===== config.mk =====
export PLATFORM = sky130hd
export DESIGN_NAME = engine_out_accum
export DESIGN_NICKNAME = d
export VERILOG_FILES = /design/src/rtl/engine_out_accum.sv
export SDC_FILE = /design/constraint.sdc
export NUM_CORES = 1
export LEC_CHECK = 0
export ABC_AREA = 1
export BUFFER_PORTS_ARGS = -buffer_cell sky130_fd_sc_hd__buf_4
export CORE_MARGIN = 4
export CORE_UTILIZATION = 45
export CTS_CLUSTER_DIAMETER = 150
export DETAILED_ROUTE_END_ITERATION = 8
export PLACE_DENSITY = 0.67
export SETUP_SLACK_MARGIN = 0.15
export SYNTH_ARGS = -nofsm -noshare
export SYNTH_HDL_FRONTEND = slang
export SYNTH_SLANG_ARGS = --single-unit

===== constraint.sdc =====
create_clock -name clk -period 2.9 [get_ports clk]
set_clock_uncertainty 0.15 [all_clocks]
set_input_delay 0.435 -clock clk [delete_from_list [all_inputs] [get_ports clk]]
set_output_delay 0.435 -clock clk [all_outputs]
set_load 0.02 [all_outputs]

===== src/rtl/engine_out_accum.sv =====
// Output accumulator for the four-engine convolution top: sums NUM_PASS partial-sum beats
// per pixel pair, applies ReLU / shift / 8-bit saturation and queues results in a FWFT FIFO.
module engine_out_accum #(
  parameter int unsigned NUM_PASS   = 4,
  parameter int unsigned SHIFT      = 4,
  parameter int unsigned FIFO_DEPTH = 8
) (
  input  logic        clk,
  input  logic        rst,
  input  logic        en,
  input  logic        clr,
  input  logic        in_valid,
  input  logic [15:0] ina,
  input  logic [15:0] inb,
  output logic [15:0] out_data,
  output logic        out_valid,
  input  logic        out_ready,
  output logic [3:0]  pass_cnt,
  output logic [4:0]  fifo_count,
  output logic        overflow_flag,
  output logic        busy
);

  localparam int unsigned IN_W  = 16;
  localparam int unsigned ACC_W = 20;
  localparam int unsigned PW    = 4;
  localparam int unsigned CW    = 5;
  localparam int unsigned QW    = 8;
  localparam int unsigned DW    = 2 * QW;
  localparam int unsigned AW    = (FIFO_DEPTH > 1) ? $clog2(FIFO_DEPTH) : 1;

  localparam logic [PW-1:0] LAST_PASS = PW'(NUM_PASS - 1);
  localparam logic [CW-1:0] FULL_CNT  = CW'(FIFO_DEPTH);

  // ReLU, arithmetic shift, then clamp to the unsigned 8-bit range
  function automatic logic [QW-1:0] requant(input logic signed [ACC_W-1:0] s);
    logic signed [ACC_W-1:0] sh;
    logic [QW-1:0]           q;
    sh = s >>> SHIFT;
    if (s[ACC_W-1]) begin
      q = '0;
    end else if (|sh[ACC_W-1:QW]) begin
      q = '1;
    end else begin
      q = sh[QW-1:0];
    end
    return q;
  endfunction

  // Accumulation-side state
  logic signed [ACC_W-1:0] acc_a_q, acc_a_d;
  logic signed [ACC_W-1:0] acc_b_q, acc_b_d;
  logic [PW-1:0]           pass_cnt_q, pass_cnt_d;
  logic [QW-1:0]           quant_a_q, quant_a_d;
  logic [QW-1:0]           quant_b_q, quant_b_d;
  logic                    quant_valid_q, quant_valid_d;

  // FIFO state
  logic [DW-1:0] mem_q [FIFO_DEPTH];
  logic [AW-1:0] wr_ptr_q, wr_ptr_d;
  logic [AW-1:0] rd_ptr_q, rd_ptr_d;
  logic [CW-1:0] count_q, count_d;
  logic          overflow_q, overflow_d;

  logic                    beat_acc_c;
  logic                    first_beat_c;
  logic                    last_beat_c;
  logic signed [ACC_W-1:0] ina_ext_c, inb_ext_c;
  logic signed [ACC_W-1:0] sum_a_c, sum_b_c;
  logic                    push_c, pop_c, full_c, wr_en_c, drop_c;

  assign beat_acc_c   = en && !clr && in_valid;
  assign first_beat_c = (pass_cnt_q == '0);
  assign last_beat_c  = (pass_cnt_q == LAST_PASS);
  assign ina_ext_c    = {{(ACC_W - IN_W){ina[IN_W-1]}}, ina};
  assign inb_ext_c    = {{(ACC_W - IN_W){inb[IN_W-1]}}, inb};
  assign sum_a_c      = (first_beat_c ? 20'sd0 : acc_a_q) + ina_ext_c;
  assign sum_b_c      = (first_beat_c ? 20'sd0 : acc_b_q) + inb_ext_c;

  // Accumulator, pass counter and quant stage next-state; clr wins over a same-cycle beat
  always_comb begin
    acc_a_d       = acc_a_q;
    acc_b_d       = acc_b_q;
    pass_cnt_d    = pass_cnt_q;
    quant_a_d     = quant_a_q;
    quant_b_d     = quant_b_q;
    quant_valid_d = 1'b0;
    if (clr) begin
      acc_a_d    = '0;
      acc_b_d    = '0;
      pass_cnt_d = '0;
      quant_a_d  = '0;
      quant_b_d  = '0;
    end else if (beat_acc_c) begin
      acc_a_d = sum_a_c;
      acc_b_d = sum_b_c;
      if (last_beat_c) begin
        pass_cnt_d    = '0;
        quant_a_d     = requant(sum_a_c);
        quant_b_d     = requant(sum_b_c);
        quant_valid_d = 1'b1;
      end else begin
        pass_cnt_d = pass_cnt_q + 4'd1;
      end
    end
  end

  always_ff @(posedge clk) begin
    if (!rst) begin
      acc_a_q       <= '0;
      acc_b_q       <= '0;
      pass_cnt_q    <= '0;
      quant_a_q     <= '0;
      quant_b_q     <= '0;
      quant_valid_q <= 1'b0;
    end else begin
      acc_a_q       <= acc_a_d;
      acc_b_q       <= acc_b_d;
      pass_cnt_q    <= pass_cnt_d;
      quant_a_q     <= quant_a_d;
      quant_b_q     <= quant_b_d;
      quant_valid_q <= quant_valid_d;
    end
  end

  // A full FIFO still takes a word when the head leaves in the same cycle
  assign push_c  = quant_valid_q && !clr;
  assign pop_c   = (count_q != '0) && out_ready;
  assign full_c  = (count_q == FULL_CNT);
  assign wr_en_c = push_c && (!full_c || pop_c);
  assign drop_c  = push_c && full_c && !pop_c;

  always_comb begin
    wr_ptr_d   = wr_ptr_q;
    rd_ptr_d   = rd_ptr_q;
    count_d    = count_q;
    overflow_d = overflow_q | drop_c;
    if (wr_en_c) begin
      wr_ptr_d = wr_ptr_q + AW'(1);
    end
    if (pop_c) begin
      rd_ptr_d = rd_ptr_q + AW'(1);
    end
    case ({wr_en_c, pop_c})
      2'b10:   count_d = count_q + 5'd1;
      2'b01:   count_d = count_q - 5'd1;
      default: count_d = count_q;
    endcase
    if (clr) begin
      overflow_d = 1'b0;
    end
  end

  always_ff @(posedge clk) begin
    if (!rst) begin
      wr_ptr_q   <= '0;
      rd_ptr_q   <= '0;
      count_q    <= '0;
      overflow_q <= 1'b0;
    end else begin
      wr_ptr_q   <= wr_ptr_d;
      rd_ptr_q   <= rd_ptr_d;
      count_q    <= count_d;
      overflow_q <= overflow_d;
    end
  end

  // Storage array carries no reset; the read side masks it while empty
  always_ff @(posedge clk) begin
    if (rst && wr_en_c) begin
      mem_q[wr_ptr_q] <= {quant_b_q, quant_a_q};
    end
  end

  assign out_valid     = (count_q != '0);
  assign out_data      = out_valid ? mem_q[rd_ptr_q] : '0;
  assign pass_cnt      = pass_cnt_q;
  assign fifo_count    = count_q;
  assign overflow_flag = overflow_q;
  assign busy          = (pass_cnt_q != '0) || quant_valid_q || out_valid;

endmodule


==> results.md, run 1 <==
* Status: finished clean
* Crit-path cells: inv_4, ha_4, nand2_4, inv_8, buf_12, nor2_4, ha_4, fa_2, nand2_2, nand2_4, nand3_2, nand2_2, nand2_2, nand2_2, nand2_2, nand2_2, nand2_2, nand3_4, nor2_8, nand3_2, nand2_1, nand2_1
* Placed Cells at 1719
* CP endpoint kind: flop
* Max Cap Viol at 0
* Max_slew headroom at 65.2%
* Highest Clock Rate at 352 MHz
* IO Pins at 66
* Routed Antenna Nets at 0
* Die width at 164 µm
* Kind of critical path: reg -> reg
* Iter 0 DRT Violations at 630
* H-Tree Depth at 1
* Initial antenna violation count at 0
* Reg-to-reg startpoint: pass_cnt[0]$_SDFFE_PP0P_
* Period minus WS final at 2.84 ns
* CP max stage cell: fa_2
* Via count at 9376
* Largest net degree at the start of global routing at 51
* Drt pass-1 iters at 5
* Hold-fix buffers, CTS at 0
* TritonCTS Buffers at 23
* Final period utilization at 98.0%
* Syn_nets at 1402
* GRT overflow at 0
* Unrepaired setup endpoints after global routing: yes
* Fill count at 2009
* Number of global-route vias before repair at 9079
* Synthesized area per cell at 8.32 µm²
* Seq/Total Area, Yosys at 49.0%
* CP startpoint kind: flop
* Critical path depth at 22
* Setup slack, reg-to-reg at 0.06 ns
* Power density over the cells at 614 mW/mm²
* VDD IR max at 0.552 mV
* Leak at around 6.2 nW
* Max-slew violations at 0
* Via-to-Cell Ratio at 5.20
* Synth cell types at 40
* Final core occ at about three fifths
* Final hold violation count at 0
* Worst setup path end: quant_a_q[7]$_SDFFE_PP0P_
* Crit path DAT at 3.11 ns
* Least-Margin Pin Slew at 0.522 ns
* TritonCTS clock tree: built
* # nets final at roughly 1600
* Number of remaining DRC errors at 0
* Sink Count at 204
* Hold Path Class: in -> reg
* Crit-path max FO at 8
* Data required, critical path at around 3.2 ns
* CTS root buf: clkbuf_16
* Tot GR Track Use at 21.1%
* # rows at 56
* Post-Syn Instances at between 1000 and 1500
* Clock-pin slew on the worst setup and hold paths at 0.06 ns
* Most frequent cell on the critical path: nand2_2
* Delay-heaviest family, CP: simple AND/OR/NAND/NOR gates
* DIE AREA at approximately 0.027 mm²
* R2R Path End: quant_a_q[7]$_SDFFE_PP0P_
* First-pass GRT wire length at 45.6 mm
* Synth Register Bits at 204
* Proportion of layout cells with a drive suffix above 1 at 31.6%
* R2R cell count at 22
* Drt total wl at slightly below 30 mm
* Placed wire-length estimate at 18.7 mm
* Clk buf depth at 3
* ANT cells at 0
* Wire per inst at about 16 µm
* GP Congestion at 0.958
* CP bufs+invs at 3
* Core ar. at approximately 0.024 mm²
* Port bufs at 65
* Initial core utilization at 46.3%
* Die Ht at roughly 160 µm
* Critical Path Start: pass_cnt[0]$_SDFFE_PP0P_
* Synth Warn # at 0
* Worst path max stage delay at approximately 0.39 ns
* Area grow syn2layout at 31.4%
* Clk_lat worst skew at 0.52 ns
* Finished Layout Cells at 1803
* Final setup viols at 0
* Synth Cell Area at 0.0110 mm²
how the worst min path moves through the flow:
| stage | start | endpoint | slack, ns | cells past startpoint |
|---|---|---|---|---|
| 3_3_place_gp | acc_a_q[1]$_SDFFE_PP0P_ | acc_a_q[1]$_SDFFE_PP0P_ | 0.29 | 2 |
| 6_report | rst | wr_ptr_q[2]$_SDFFE_PN0P_ | 0.06 | 3 |
| 5_1_grt | rst | wr_ptr_q[2]$_SDFFE_PN0P_ | 0.07 | 3 |
| 2_1_floorplan | acc_b_q[0]$_SDFFE_PP0P_ | acc_b_q[0]$_SDFFE_PP0P_ | 0.28 | 2 |
| 3_5_place_dp | acc_b_q[2]$_SDFFE_PP0P_ | acc_b_q[2]$_SDFFE_PP0P_ | 0.30 | 2 |
| 4_1_cts | rst | wr_ptr_q[2]$_SDFFE_PN0P_ | 0.04 | 3 |
cells in the mapped netlist:
master    instances  area, µm²
inv_1           178        668
xnor2_1           2       17.5
or2_2             1       6.26
nor2_1          176        661
clkbuf_1         32        120
o21ai_0         121        606
nand3_2           8       80.1
fa_1              3       60.1
edfxtp_1        128       3840
o22ai_1          16        100
buf_1             7       26.3
nor2_4            5       56.3
nand3_4           3       52.6
nor3_4            1       16.3
nor4_1            1       6.26
nor3_1            8       40.0
a211oi_1          1       7.51
ha_1             45        563
nand2_1         256        961
nand4_1           3       18.8
nand4_2           1       12.5
buf_2             3       15.0
nand3b_1          9       67.6
inv_2            14       52.6
nand3_1          43        215
a21oi_2           2       17.5
nor2_2            7       43.8
and3_1            1       6.26
nor2_8            2       40.0
o211ai_1         17        128
o21bai_1          5       37.5
and2_1            3       18.8
xor2_1           22        193
nand2_4           2       22.5
nor3_2            4       40.0
a31oi_1          17        106
a21boi_2          1       11.3
dfxtp_1          76       1520
nand2_2          28        175
a21oi_1          64        320
stage by stage:
step | hold slack, ns | area (µm²) | setup TNS (ns) | setup slack [ns] | power (mW)
floorplan | 0.280 | 11000 | 0 | 0.0777 | 4.76
global placement | 0.292 | 12200 | -0.00101 | -0.000854 | 5.69
detailed placement | 0.298 | 12200 | -0.649 | -0.0621 | 5.74
CTS | 0.0388 | 13800 | 0 | 0.0961 | 8.72
global route | 0.0676 | 14400 | -0.938 | -0.0871 | 9.26
finish | 0.0611 | 14400 | 0 | 0.0579 | 8.83
cell type report:
cell class	count	area, µm²	share of cell area [%]
clock buffer	23	576	4.00
clock inverter	18	171	1.19
inverter	192	741	5.15
multi-input combinational	878	5660	39.3
sequential	204	5380	37.4
tap	319	399	2.77
timing repair buffer	169	1460	10.2
layer usage:
layer / GRT usage (%) / wire length, µm
met2: 36.2 / 14200
met5: 0 / 0
met1: 27.6 / 12600
met3: 3.06 / 1520
met4: 6.75 / 943
cells by family (layout without fill, tap and decap cells):
family,after synthesis,count (layout),share of synthesized area (%)
adders and majority gates,48,48,5.69
xor gates and xnor gates,24,24,1.92
and+or+nand+nor,562,562,23.2
AOI/OAI and AO/OA,244,244,12.2
buffers and inverters,234,402,8.05
DFF,204,204,49.0
state kept, by name, summed over array words and instances, names as in the netlist, named ones only:
signal,count
overflow_flag,1
pass_cnt,4
quant_b_q,8
quant_valid_q,1
acc_b_q,20
quant_a_q,8
mem_q,128
fifo_count,5
rd_ptr_q,3
wr_ptr_q,3
acc_a_q,20
power breakdown:
part | internal, mW | switching [mW] | leakage [nW]
Combinational | 1.07 | 1.70 | 4.06
Clock | 1.65 | 1.20 | 0.362
Sequential | 3.12 | 0.0861 | 1.73
Total | 5.84 | 2.99 | 6.15
layout by cell type, fill, tap and decap left out, types with 4 or more instances in the layout:
master     count
o22ai_1       16
inv_1        170
inv_2         17
buf_4        149
edfxtp_1     128
nor2_1       152
ha_1          19
a31oi_1       17
nor3_1         4
nor2_4        20
buf_12         6
o211ai_1      17
dfxtp_1       70
ha_4          22
o21ai_0      115
nand2_2       84
a21oi_1       46
a21oi_2       15
buf_6          8
clkinv_1       4
ha_2           4
o21ai_1        5
nand3b_1       9
nor2_2        16
nand2_4       10
nor3_2         7
nand3_1       17
nand3_2       33
a21oi_4        5
clkbuf_16     25
nand3_4        4
nand2_1      192
clkinv_2       5
xor2_1        20
worst reg2reg max path, stage by stage (launching register included):
cell and delay [ns]:
dfxtp_4 0.35, inv_4 0.06, ha_4 0.14, nand2_4 0.06
inv_8 0.10, buf_12 0.15, nor2_4 0.04, ha_4 0.16
fa_2 0.39, nand2_2 0.10, nand2_4 0.07, nand3_2 0.07
nand2_2 0.07, nand2_2 0.06, nand2_2 0.06, nand2_2 0.07
nand2_2 0.05, nand2_2 0.10, nand3_4 0.09, nor2_8 0.19
nand3_2 0.09, nand2_1 0.07, nand2_1 0.05
timing repair:
item / 4_1_cts / 5_1_grt
endpoints found under the setup margin: 40 / 48
pin swaps: 69 / 51
resized for setup: 136 / 113
hold endpoints to repair: 0 / 0
gates cloned: 2 / 2
setup buffers: 26 / 13
Note: power is estimated with default switching activity, not from simulation.
==> run 2: changes to the inputs <==
Settings changed: CORE_ASPECT_RATIO set to 0.75, SETUP_SLACK_MARGIN 0.15 to 0.05.
==> run 2 against run 1 <==
- sequential power about the same
- non-clock buffer count is 31 lower
- combinational power down 8.7%
- fmax is 1.5% lower
- worst setup slack got worse by 0.043 ns
- utilization decreased by 4.6 points
- clock-buffer cell count is 1 higher
- critical path depth is 4 lower
- first-iteration DRC count up 18%
- via count down 3.8%
- wire length shrank 5.8%
- critical endpoint is now quant_b_q[3]$_SDFFE_PP0P_
- largest cell class is now sequential cells
- highest routed layer unchanged
==> results.md, run 2 (synthesis gave the netlist of run 1 again) <==
* Status: finished clean
* CP startpoint kind: flop
* Iter 0 DRT Violations at 742
* GP Congestion at 0.958
* Final period utilization at around 99%
* Commonest non-fill, non-tap cell in the layout: nand2_1
* R2R Path End: quant_b_q[3]$_SDFFE_PP0P_
* Final worst slack at 0.0150 ns
* Highest Clock Rate at 347 MHz
* Hold Path Class: in -> reg
* Placed wire-length estimate at 18.2 mm
* VDD IR max at 0.390 mV
* Area grow syn2layout at 22.9%
* Unrepaired setup endpoints after global routing: yes
* Fill count at roughly 2100
* Clk_lat worst skew at a little over 0.5 ns
* Drt total wl at approximately 28 mm
* CP max stage cell: dfxtp_2
* TritonCTS clock tree: built
* Wire per inst at 15.5 µm
* Data required, critical path at 3.15 ns
* Via count at between 9000 and 10000
* Seq pwr share at 37.1%
* Reg-to-reg startpoint: pass_cnt[1]$_SDFFE_PP0P_
* IO Pins at 66
* # rows at between 40 and 50
* CP endpoint kind: flop
* Max-slew violations at 0
* Crit-path max FO at 8
* GRT overflow at 0
* Setup_tns at 0 ns
* Period minus WS final at roughly 2.9 ns
* Final hold violation count at 0
* Setup slack, reg-to-reg at 0.02 ns
* Worst setup path end: quant_b_q[3]$_SDFFE_PP0P_
* Sink Count at just over 200
* Clock-pin slew on the worst setup and hold paths at 0.06 ns
* Pre-CTS WS at -0.0854 ns
* Port bufs at 65
* Max Cap Viol at 0
* ANT cells at 0
* Clk pwr share at 33.3%
* Worst path max stage delay at roughly 0.33 ns
* Initial core utilization at between 40% and 50%
* First-pass GRT wire length at 44.3 mm
* Leak at 5.92 nW
* Drt pass-1 iters at 5
* TritonCTS Buffers at 22
* Die Ht at 143 µm
* CTS root buf: clkbuf_16
* Sw Pwr at between 2 and 3 mW
* Least-Margin Pin Slew at 0.499 ns
* Crit path DAT at 3.13 ns
* Routed Antenna Nets at 0
* # nets final at 1522
* Crit-path cells: inv_2, ha_4, nand2_4, inv_8, buf_12, buf_16, nor2_1, ha_1, nand2_1, nor2_1, a21oi_1, nand3b_1, nand2_2, nand2_2, nor2_4, nand3_1, nand2_1, nand2_1
* Clk buf depth at 3
* H-Tree Depth at 1
* Initial antenna violation count at 0
* Sw Share at 33.0%
* Most frequent cell on the critical path: nand2_1
* Largest net degree at the start of global routing at a little over 50
* Power density over the cells at around 640 mW/mm²
* Tot GR Track Use at around a fifth
* Final setup viols at 0
* R2R cell count at 18
* Kind of critical path: reg -> reg
* Worst hold path depth at 3
* Proportion of layout cells with a drive suffix above 1 at about 23%
* Leading cell types in the layout, fill and taps excluded: nand2_1, inv_1, nor2_1
* Number of remaining DRC errors at 0
* Largest registers: mem_q x128, acc_a_q x20, acc_b_q x20
* DIE AREA at 0.0269 mm²
* Die width at approximately 190 µm
* Core ar. at 0.0240 mm²
* Max reg flops at 128
* Biggest register: mem_q
* Number of global-route vias before repair at 8632
* Via-to-Cell Ratio at 5.06
* Max_slew headroom at between 60% and 70%
* Critical Path Start: pass_cnt[1]$_SDFFE_PP0P_
* Int Pwr at 5.73 mW
* Combinational Power Share at 29.6%
==> run 2: cell count changes in the layout (fill, tap and decap cells not counted), moves of 11 or more <==
cell,delta
nand2_1,+38
nor2_4,-12
nand3_1,+22
nor2_1,+11
buf_4,-22
nand2_2,-32
ha_1,+14
nand3_2,-21
ha_4,-14
==> run 2: layer usage <==
| layer | vias up | part of all wire [%] | GRT usage [%] |
|---|---|---|---|
| met1 | 4216 | 48 | 29.2 |
| met4 | 0 | 2.2 | 5.14 |
| met2 | 201 | 45 | 32.5 |
| li1 | 4556 | - | - |
| met3 | 44 | 5.1 | 2.79 |
| met5 | - | 0 | 0 |
==> run 2: power by group through the flow <==
stage | clock network (mW) | registers (mW) | logic [mW]
3_3_place_gp | 0 | 3.23 | 2.41
2_1_floorplan | 0 | 3.26 | 1.50
5_1_grt | 3.01 | 3.19 | 2.80
4_1_cts | 2.89 | 3.17 | 2.50
3_5_place_dp | 0 | 3.23 | 2.45
6_report | 2.84 | 3.18 | 2.53
==> run 2: how the worst min path moves through the flow <==
stage	start	to	slack (ns)
final	rst	wr_ptr_q[2]$_SDFFE_PN0P_	0.07
after global routing	rst	flop	0.10
after CTS	rst	wr_ptr_q[2]$_SDFFE_PN0P_	0.05
after detailed placement	acc_a_q[0]$_SDFFE_PP0P_	acc_a_q[0]$_SDFFE_PP0P_	0.29
after global placement	acc_a_q[0]$_SDFFE_PP0P_	acc_a_q[0]$_SDFFE_PP0P_	0.29
after floorplan	acc_b_q[0]$_SDFFE_PP0P_	acc_b_q[0]$_SDFFE_PP0P_	0.28
==> run 2: through the flow <==
stage	hold WS, ns	std cells	power, mW	utilization [%]	cell area [µm²]
2_1_floorplan	0.280	1316	4.76	-	11000
3_3_place_gp	0.290	1726	5.64	50.7	12200
3_5_place_dp	0.293	1726	5.68	50.7	12200
4_1_cts	0.0536	1779	8.56	55.4	13300
5_1_grt	0.103	1783	9.00	56.2	13500
6_report	0.0713	1783	8.55	56.2	13500
==> run 2: what timing repair did <==
| item | 4_1_cts | 5_1_grt |
|---|---|---|
| hold buffers | 0 | 0 |
| cloned | 3 | 0 |
| setup endpoints to repair | 16 | 26 |
| pin swaps | 20 | 8 |
| hold endpoints to repair | 0 | 0 |
| resized for setup | 63 | 31 |
| setup buffers | 10 | 4 |
==> run 2: worst max-delay path, delay by kind of cell (launching register included) <==
family                     cells  cell delay, ns
DFF                            1            0.33
and+or+nand+nor               11            1.29
AOI/OAI and AO/OA              1            0.19
adders and majority gates      2            0.45
buffers and inverters          4            0.36
==> run 2: final cells by class <==
type                    instances  area (µm²)  share of cell area (%)
clock buffers                  24         558                    4.14
multi-input cells             878        5040                    37.5
well taps                     331         414                    3.08
clock inverters                16         180                    1.34
inverters                     192         728                    5.41
repair buffers                138        1170                    8.69
flip-flops and latches        204        5370                    39.9
==> run 3: changes to the inputs <==
Settings changed: HOLD_SLACK_MARGIN set to 0.12.
==> run 3 against run 2 <==
- die area unchanged
- wire length increased by 0.35%
- flip-flop and latch count did not move
- clock-buffer cell count stayed put
- combinational power is essentially flat
- worst hold slack improved by 0.10 ns
- first-iteration DRC count decreased by 6.5%
- sequential share of layout area about the same
- critical path depth stayed put
- register-to-register slack hardly changed
- critical endpoint unchanged
- largest power group unchanged
==> results.md, run 3 (synthesis gave the netlist of run 1 again) <==
* VDD IR max at 0.390 mV
* Final setup viols at 0
* Leak at 5.92 nW
* Initial core utilization at 45.7%
* Via count at 9025
* Largest net degree at the start of global routing at 51
* Max reg flops at 128
* First-pass GRT wire length at 44.3 mm
* Core ar. at 0.0240 mm²
* Routed Antenna Nets at 0
* Max_slew headroom at around two thirds
* Biggest register: mem_q
* IO Pins at 66
* Port bufs at 65
* CP startpoint kind: flop
* TritonCTS Buffers at 22
* Final core occ at between 50% and 60%
* Crit path DAT at 3.12 ns
* TritonCTS clock tree: built
* Largest registers: mem_q x128, acc_a_q x20, acc_b_q x20
* Max Cap Viol at 0
* Number of global-route vias before repair at 8632
* Proportion of layout cells with a drive suffix above 1 at 22.7%
* Status: finished clean
* Clk_lat worst skew at 0.51 ns
* Tot GR Track Use at 20.2%
* Max-slew violations at 0
* Initial antenna violation count at 0
* Final Cell Area at 0.0135 mm²
* Commonest non-fill, non-tap cell in the layout: nand2_1
* H-Tree Depth at 1
* Tot Pwr at 8.56 mW
* Unrepaired setup endpoints after global routing: yes
* ANT cells at 0
* Data required, critical path at 3.15 ns
* GRT overflow at 0
* Clk buf depth at 3
* Kind of critical path: reg -> reg
* Number of remaining DRC errors at 0
* Wire per inst at about 16 µm
* Final hold violation count at 0
* Sink Count at 204
* Drt pass-1 iters at 5
* Hold Path Class: in -> reg
* Power density over the cells at 635 mW/mm²
* CP endpoint kind: flop
* Final period utilization at roughly 100%
* Die Ht at 143 µm
* Clock-pin slew on the worst setup and hold paths at ~0.06 ns
* Placed wire-length estimate at 18.2 mm
* GP Congestion at 0.958
* Area grow syn2layout at 23.0%
* # rows at between 40 and 50
* Fill count at roughly 2100
* Leading cell types in the layout, fill and taps excluded: nand2_1, inv_1, nor2_1
* Die width at 188 µm
* # nets final at 1523
* Area after DPL at 0.0122 mm²
* Iter 0 DRT Violations at 694
* Drt total wl at 27.7 mm
* Highest Clock Rate at 347 MHz
* CTS root buf: clkbuf_16
* Crit-path max FO at 8
* Least-Margin Pin Slew at 0.501 ns
* Via-to-Cell Ratio at slightly above 5
* Period minus WS final at 2.88 ns
* DIE AREA at 0.0269 mm²
## run 3: changes by cell type in the layout (fill, tap and decap cells not counted), sizes merged
cell,delta
dlygate4sd3,+1
## run 3: final timing paths
| kind | start | end | slack, ns | cells after the start |
|---|---|---|---|---|
| setup / recovery | pass_cnt[1]$_SDFFE_PP0P_ | quant_b_q[3]$_SDFFE_PP0P_ | 0.02 | 18 |
| hold / removal | out_ready | overflow_flag$_SDFF_PP0_ | 0.17 | 4 |
| setup reg to reg | pass_cnt[1]$_SDFFE_PP0P_ | quant_b_q[3]$_SDFFE_PP0P_ | 0.02 | 18 |
| hold reg to reg | acc_a_q[0]$_SDFFE_PP0P_ | acc_a_q[0]$_SDFFE_PP0P_ | 0.30 | 2 |
## run 3: cell type report
cell class / count / area, µm² / area share (%)
Sequential cell: 204 / 5370 / 39.8
Multi-Input combinational cell: 878 / 5040 / 37.4
Timing Repair Buffer: 139 / 1180 / 8.76
Inverter: 192 / 728 / 5.40
Clock buffer: 24 / 558 / 4.14
Tap cell: 331 / 414 / 3.07
Clock inverter: 16 / 180 / 1.34
## run 3: stage by stage
stage          TNS, ns  worst slack (ns)  std cells  hold slack, ns
2_1_floorplan        0            0.0550       1316           0.280
3_3_place_gp   -0.0106          -0.00511       1726           0.290
3_5_place_dp    -0.823           -0.0854       1726           0.293
4_1_cts              0            0.0458       1780           0.153
5_1_grt          -2.44            -0.179       1784           0.188
6_report             0            0.0213       1784           0.172
## run 3: metal layers
| layer | wire (µm) | up-vias | track usage, % | share of wire [%] |
|---|---|---|---|---|
| li1 | - | 4561 | - | - |
| met1 | 13300 | 4200 | 29.2 | 48 |
| met2 | 12300 | 220 | 32.5 | 45 |
| met4 | 616 | 0 | 5.14 | 2.2 |
| met3 | 1430 | 44 | 2.76 | 5.2 |
| met5 | 0 | - | 0 | 0 |
## run 3: repair_timing
action                                  in CTS  in global routing
hold endpoints to repair                    13                  0
hold buffers                                 1                  0
pin swaps                                   20                  8
cloned                                       3                  0
gates resized for setup                     63                 31
endpoints found under the setup margin      16                 26
buffers inserted                            10                  4
## run 3: worst max-delay path, stage by stage (launching register included)
cell and delay [ns]:
dfxtp_2 0.33, inv_2 0.05, ha_4 0.16, nand2_4 0.09
inv_8 0.06, buf_12 0.12, buf_16 0.13, nor2_1 0.10
ha_1 0.29, nand2_1 0.23, nor2_1 0.12, a21oi_1 0.19
nand3b_1 0.11, nand2_2 0.11, nand2_2 0.08, nor2_4 0.20
nand3_1 0.10, nand2_1 0.08, nand2_1 0.06
## run 3: power breakdown
group / leakage (nW) / switching (mW) / internal, mW
logic: 3.84 / 1.60 / 0.941
clock network: 0.356 / 1.17 / 1.67
registers: 1.73 / 0.0622 / 3.12
total: 5.92 / 2.83 / 5.73
